### src/rtl/pace_scheduler.sv
// rtl/pace_scheduler.sv - variable-period game tick generator with pause and blink
//
// Purpose: emits a one-cycle tick every `period` clk cycles while running.
// The period starts at BASE_PERIOD, shrinks by STEP per speed level down to
// MIN_PERIOD, and can be reset to level 0. A blink square wave toggles
// every BLINK_TICKS ticks.
//
// Ports:
//   clk           in   system clock
//   rst_n         in   asynchronous active-low reset
//   enable        in   level; low forces IDLE
//   pause_toggle  in   one-cycle pulse; toggles RUN/PAUSED
//   speed_up      in   one-cycle pulse; request next speed level
//   speed_reset   in   one-cycle pulse; return to level 0
//   tick          out  registered one-cycle pace pulse
//   level         out  current speed level
//   paused        out  high while PAUSED
//   blink         out  square wave, toggles every BLINK_TICKS ticks
module pace_scheduler #(
  parameter int BASE_PERIOD = 6250000,
  parameter int STEP        = 390625,
  parameter int MIN_PERIOD  = 1562500,
  parameter int CNT_W       = 23,
  parameter int LEVEL_W     = 4,
  parameter int BLINK_TICKS = 4
) (
  input  logic               clk,
  input  logic               rst_n,
  input  logic               enable,
  input  logic               pause_toggle,
  input  logic               speed_up,
  input  logic               speed_reset,
  output logic               tick,
  output logic [LEVEL_W-1:0] level,
  output logic               paused,
  output logic               blink
);

  localparam int TCNT_W = (BLINK_TICKS > 1) ? $clog2(BLINK_TICKS) : 1;
  localparam logic [TCNT_W-1:0] LP_TCNT_LAST   = TCNT_W'(BLINK_TICKS - 1);
  localparam logic [CNT_W-1:0]  LP_BASE        = CNT_W'(BASE_PERIOD);
  localparam logic [CNT_W-1:0]  LP_STEP        = CNT_W'(STEP);
  // Compare against floor+step instead of subtracting first, so a small
  // period can never underflow into a huge one.
  localparam logic [CNT_W-1:0]  LP_SPEED_FLOOR = CNT_W'(MIN_PERIOD + STEP);

  typedef enum logic [1:0] {
    ST_IDLE,
    ST_RUN,
    ST_PAUSED
  } state_t;

  state_t              r_state;
  logic [CNT_W-1:0]    r_count;
  logic [CNT_W-1:0]    r_period;
  logic [LEVEL_W-1:0]  r_level;
  logic [TCNT_W-1:0]   r_tick_cnt;
  logic                r_tick;
  logic                r_paused;
  logic                r_blink;

  logic                w_wrap;
  logic                w_can_speed;

  // ">=" rather than "==" so a period that just shrank below the current
  // count still produces exactly one tick on the next RUN edge.
  assign w_wrap      = (r_count >= (r_period - CNT_W'(1)));
  assign w_can_speed = (r_period >= LP_SPEED_FLOOR) && (r_level != '1);

  always_ff @(posedge clk or negedge rst_n) begin
    if (!rst_n) begin
      r_state    <= ST_IDLE;
      r_count    <= '0;
      r_period   <= LP_BASE;
      r_level    <= '0;
      r_tick_cnt <= '0;
      r_tick     <= 1'b0;
      r_paused   <= 1'b0;
      r_blink    <= 1'b0;
    end else begin
      // Speed control runs in every state; reset dominates a same-cycle request.
      if (speed_reset) begin
        r_period <= LP_BASE;
        r_level  <= '0;
      end else if (speed_up && w_can_speed) begin
        r_period <= r_period - LP_STEP;
        r_level  <= r_level + LEVEL_W'(1);
      end

      if (!enable) begin
        // Level, period and blink survive a disable.
        r_state    <= ST_IDLE;
        r_count    <= '0;
        r_tick_cnt <= '0;
        r_tick     <= 1'b0;
        r_paused   <= 1'b0;
      end else begin
        case (r_state)
          ST_IDLE: begin
            r_count    <= '0;
            r_tick_cnt <= '0;
            r_tick     <= 1'b0;
            r_state    <= ST_RUN;
          end
          ST_RUN: begin
            if (pause_toggle) begin
              // Pause beats a coinciding wrap: count stays put, so the
              // pending tick fires on the first edge after resume.
              r_state  <= ST_PAUSED;
              r_paused <= 1'b1;
              r_tick   <= 1'b0;
            end else if (w_wrap) begin
              r_count <= '0;
              r_tick  <= 1'b1;
              if (r_tick_cnt == LP_TCNT_LAST) begin
                r_tick_cnt <= '0;
                r_blink    <= ~r_blink;
              end else begin
                r_tick_cnt <= r_tick_cnt + TCNT_W'(1);
              end
            end else begin
              r_count <= r_count + CNT_W'(1);
              r_tick  <= 1'b0;
            end
          end
          ST_PAUSED: begin
            r_tick <= 1'b0;
            if (pause_toggle) begin
              r_state  <= ST_RUN;
              r_paused <= 1'b0;
            end
          end
          default: begin
            r_state <= ST_IDLE;
            r_tick  <= 1'b0;
          end
        endcase
      end
    end
  end

  assign tick   = r_tick;
  assign level  = r_level;
  assign paused = r_paused;
  assign blink  = r_blink;

endmodule

### config.mk
export PLATFORM = sky130hd
export DESIGN_NAME = pace_scheduler
export DESIGN_NICKNAME = d
export VERILOG_FILES = /design/src/rtl/pace_scheduler.sv
export SDC_FILE = /design/constraint.sdc
export NUM_CORES = 1
export LEC_CHECK = 0
export BUFFER_PORTS_ARGS = -buffer_cell sky130_fd_sc_hd__buf_4
export CAP_MARGIN = 5
export CORE_MARGIN = 1.5
export CORE_UTILIZATION = 48
export CTS_BUF_LIST = sky130_fd_sc_hd__clkbuf_8
export CTS_CLUSTER_DIAMETER = 80
export DETAILED_ROUTE_END_ITERATION = 7
export GPL_TIMING_DRIVEN = 0
export PLACE_DENSITY = 0.71
export SYNTH_ARGS = -nofsm -noshare
export SYNTH_HDL_FRONTEND = slang
export SYNTH_SLANG_ARGS = --single-unit
export TNS_END_PERCENT = 50
### constraint.sdc
create_clock -name clk -period 5.25 [get_ports clk]
set_input_delay 0.2625 -clock clk [delete_from_list [all_inputs] [get_ports clk]]
set_output_delay 0.2625 -clock clk [all_outputs]
set_load 0.05 [all_outputs]
; ---- After elaboration in Yosys (flattened, before gate mapping)
; Cells that the tools add are included.
[word_totals]
reg_bits = 57
inputBits = 6
output_inout_bits = 7
word_cells = 61
[classes]
reduce_logical = 9
magnitude_cmp = 2
addsub = 5
n_eq_ne = 10
n_mux = 25
n_bitwise = 2
[ops]
columns = op, n
row1 = $mux 23, 5
row2 = $pmux 23 s2, 1
row3 = $add 23x1->23 const B, 1
row4 = $ge 23x21->1 const B, 1
row5 = $ge 23x23->1, 1
row6 = $sub 23x1->23 const B, 1
row7 = $sub 23x19->23 const B, 1
row8 = $mux 2, 7
row9 = $ne 3x3->1 const B, 4
row10 = $mux 4, 2
row11 = $mux 1, 7
row12 = $ne 3x1->1 const B, 2
row13 = $pmux 2 s3, 1
row14 = $reduce_and 3->1, 2
row15 = $reduce_and 5->1, 1
row16 = $add 4x1->4 const B, 1
row17 = $eq 2x2->1 const B, 2
row18 = $ne 4x4->1 const B, 1
row19 = $pmux 2 s2, 1
row20 = $reduce_and 2->1, 2
row21 = $add 2x1->2 const B, 1
row22 = $eq 2x1->1 const B, 1
row23 = $logic_and 1x1->1, 2
row24 = $logic_not 2->1, 1
row25 = 3 further kinds, 4

; ---- Longest topological paths before layout
[depth]
word_depth = 6
ltp_mapped = 16
depth_no_buf = 14

; ---- Worst setup path after synthesis
; No wires, ideal clock.
[synth_path]
path_kind = register -> register
startpoint = register r_period[6]
endpoint = register r_tick_cnt[0]
t_arrival_ns = 3.977
slack_ns = 1.152
path_stages_with_launch = 15
synth_period_minus_slack_ns = 4.098
n_path_buf = 2
setup_ns = 0.121
t_required_ns = 5.129
path_cell_list = dfrtp_1 > buf_6 > or4_4 > or3_4 > or3_4 > nor2b_4 > nand2_1 > xor2_1 > ha_1 > nand4_1 > or4_1 > a211oi_4 > buf_2 > o31ai_1 > a22o_1
[synth_via]
elab_chain_len = 4
[synth_lines]
columns = element, line_no
row1 = "start, declared", 55  ; logic [CNT_W-1:0] r_period;
row2 = "start signal, assigned", 86  ; r_period <= r_period - LP_STEP;
row3 = $sub 23x1->23, 67  ; assign w_wrap = (r_count >= (r_period - CNT_W'(1)));
row4 = $ge 23x23->1, 67
row5 = $ne 3x3->1 (no source line), -
row6 = $reduce_and 3->1 (no source line), -
row7 = "end signal, assigned", 119  ; r_tick_cnt <= r_tick_cnt + TCNT_W'(1);
row8 = "end, declared", 57  ; logic [TCNT_W-1:0] r_tick_cnt;
; Every way passes these cells.
; A chain may end at the register's enable or synchronous reset.

; ---- Worst setup path after layout
[layout_path]
startpoint = register r_period[0]
endpoint = register r_count[8]
[layout_via]
elab_chain_len = 6
[layout_lines]
columns = element, line_no
row1 = $sub 23x1->23, 67
row2 = $ge 23x23->1, 67
row3 = $mux 23, 112  ; end else if (w_wrap) begin
row4 = $mux 23, 106  ; if (pause_toggle) begin
row5 = $pmux 23 s2, 98  ; case (r_state)
row6 = $mux 23, 90  ; if (!enable) begin
row7 = "end signal, assigned", 122  ; r_count <= r_count + CNT_W'(1);
row8 = "end, declared", 54  ; logic [CNT_W-1:0] r_count;
; Every way passes these cells. The select of a mux whose other input is x is not followed.

==> run summary <==
Worst hold slack = 0.1692 ns
Clock-pin slew on the worst setup and hold paths = 0.07 ns
DR vias/cell = 5.942
Area added between synthesis and finish = 10.27%
Setup Fix Bufs, Post-CTS = 0
Synthesized cell area = 4228 µm²
IO buf count = 12
Syn_nets = 501
Final ANT Viol Nets = 0
DR pass1 iterations = 4
Final Hold Viols = 0
# nets final = 525
Wire per inst = 16.83 µm
CP arrival = 5.18 ns
Top cells by area, synth = dfrtp_1 27%, ha_1 8.3%, dfstp_2 7.5%
Die X = 96.85 µm
Setup TNS = 0 ns
DRC viols = 0
Most common library cells after synthesis = 45 x dfrtp_1, 42 x nor2_1, 34 x xnor2_1, 28 x ha_1, 28 x nand2_1
# resized after CTS = 0
Synth top area share = 0.2664
Final Cycle Share = 0.9318
Initial antenna violation count = 0
Placeable core area = 8636 µm²
CP Class = reg2reg
EDFF count, synth = 0
DP HPWL = 7.096 mm
FF+latch count, synth = 57
First-pass GRT wire length = 17.11 mm
Power per standard cell area = 251.3 nW/µm²
GR Overflow Total = 0
Final Max Tran Viols = 0
Worst Setup End Kind = flip-flop
Pre-CTS setup slack = 0.4025 ns
Syn Area/Cell = 9.053 µm²
Clock tree buffer depth = 2
Yosys warns = 0
Ports = 13
Initial Util = 0.4896
Status = completed
Max Clock Freq = 204.4 MHz
Worst Hold Class = in2reg
Clock sinks = 57
Pleak = 1.989 nW
Most common cell in the synthesized netlist = dfrtp_1
Clock buffer count from CTS = 9
Top_reg_cell synth = dfrtp_1
Height of the die = 96.85 µm
Crit path launch type = flip-flop
Routability congestion estimate = 0.8734
Post-CTS Hold Fix Bufs = 1
Synth Instances = 467
Post-DP Area = 4453 µm²
Num rows = 34
CTS tree = yes
Tot Pwr = 1.172 mW
# diodes = 0
Area leader, netlist = dfrtp_1
Minimum clock period = 4.892 ns
GR Util All Layers = 0.2215
Final Setup Violations = 0
Tightest Pin Transition = 0.8616 ns
Max FO, Critical Path = 10
Setup ws final = 0.3583 ns
CTS Root Cell = clkbuf_8
Detailed Route WL = 10.16 mm
Yosys cell types = 60
Peak supply drop = 0.2246 mV
Vias = 3589
Share of layout cells above drive strength 1 = 0.1452
Largest net degree at the start of global routing = 58
Relative slew margins = 0.4203
Post-synthesis async set-or-reset flop share = 1.000
Die Area = 9380 µm²
Cell area after layout = 4662 µm²
Register area share after synthesis = 0.3409
H-tree depth = 3
Required @ worst endpoint = 5.54 ns
Vias in the first global route = 3498
Worst-Skew Late Latency = 0.36 ns
Max-cap violations = 0
RSZ-0062 raised after global routing = no
Initial DRC Count = 164
Clk_skew = 0.01080 ns
## flip-flops by register name, indices dropped and copies added (netlist names)
name        cells
blink           1
level           4
paused          1
r_count        23
r_period       23
r_state         2
r_tick_cnt      2
tick            1
## critical path, cell delays in order, from the launching register on
cell      delay (ns)
dfrtp_1         0.46
or3_1           0.46
or3_1           0.32
clkbuf_1        0.19
or3_4           0.42
nor2b_4         0.16
nand2_1         0.08
xor2_1          0.15
ha_1            0.32
a21oi_1         0.15
nand2_1         0.07
a221oi_1        0.34
o21ai_1         0.30
nor4_1          0.82
buf_2           0.38
a22o_1          0.19
## kinds of logic after synthesis
group / after synthesis / share of synthesized area
and+or+nand+nor: 192 / 0.2462
AOI/OAI and AO/OA: 97 / 0.1820
DFF: 57 / 0.3409
buffers and inverters: 47 / 0.05031
xor gates and xnor gates: 40 / 0.08287
adders and majority gates: 28 / 0.08287
muxes: 6 / 0.01480
## layer usage
| metal | routed length (µm) | part of all wire | vias to the layer above | GRT usage |
|---|---|---|---|---|
| met1 | 4557 | 0.45 | 1723 | 0.2828 |
| met5 | 0 | 0 | - | 0 |
| li1 | - | - | 1751 | - |
| met4 | 131 | 0.013 | 0 | 0.07023 |
| met2 | 5032 | 0.50 | 102 | 0.3803 |
| met3 | 442 | 0.043 | 13 | 0.03902 |
## power breakdown
group          switching [mW]  internal, mW  total (mW)  leakage (nW)
clock                   0.186         0.240       0.426         0.112
combinational           0.158         0.104       0.262          1.13
sequential             0.0158         0.467       0.483         0.744
## cell type report
cell class,instances,area (µm²)
fillers,785,3974
multi-input cells,363,2574
flip-flops and latches,57,1441
plain buffers,33,160.2
clock buffers,11,151.4
well taps,108,135.1
repair buffers,13,100.1
inverters,14,52.55
clock inverters,5,47.55
## metrics by stage
stage               std cells    util
floorplan                 467       -
global placement          587  0.5156
detailed placement        587  0.5156
CTS                       604  0.5398
global route              604  0.5398
finish                    604  0.5398
## worst paths after layout
path,to,depth (start not counted),slack (ns),startpoint
min,r_state[1],2,0.17,enable
min reg2reg,blink,1,0.47,blink
max,r_count[8],15,0.36,r_period[0]
max in group asynchronous,r_period[7],2,4.22,rst_n
min in group asynchronous,paused,2,0.51,rst_n
max reg2reg,r_count[8],15,0.36,r_period[0]
## cells in the final DEF, fill, tap and decap left out, types with 7 or more instances in the layout
master	netlist	layout
inv_1	14	16
nor2_1	42	42
clkbuf_8	0	11
nand3_1	11	11
clkbuf_1	19	19
nand2b_1	7	7
dfstp_2	12	12
xnor2_1	34	34
a21oi_1	14	14
nor3_1	26	26
o21ai_0	11	11
nor4_1	10	10
a22o_1	21	21
buf_2	11	11
ha_1	28	28
o41ai_1	21	21
nand4_1	7	7
buf_4	0	12
nand2_1	28	28
and3_1	12	12
dfrtp_1	45	45
nor2b_1	17	17
(Power assumes the default switching activity.)
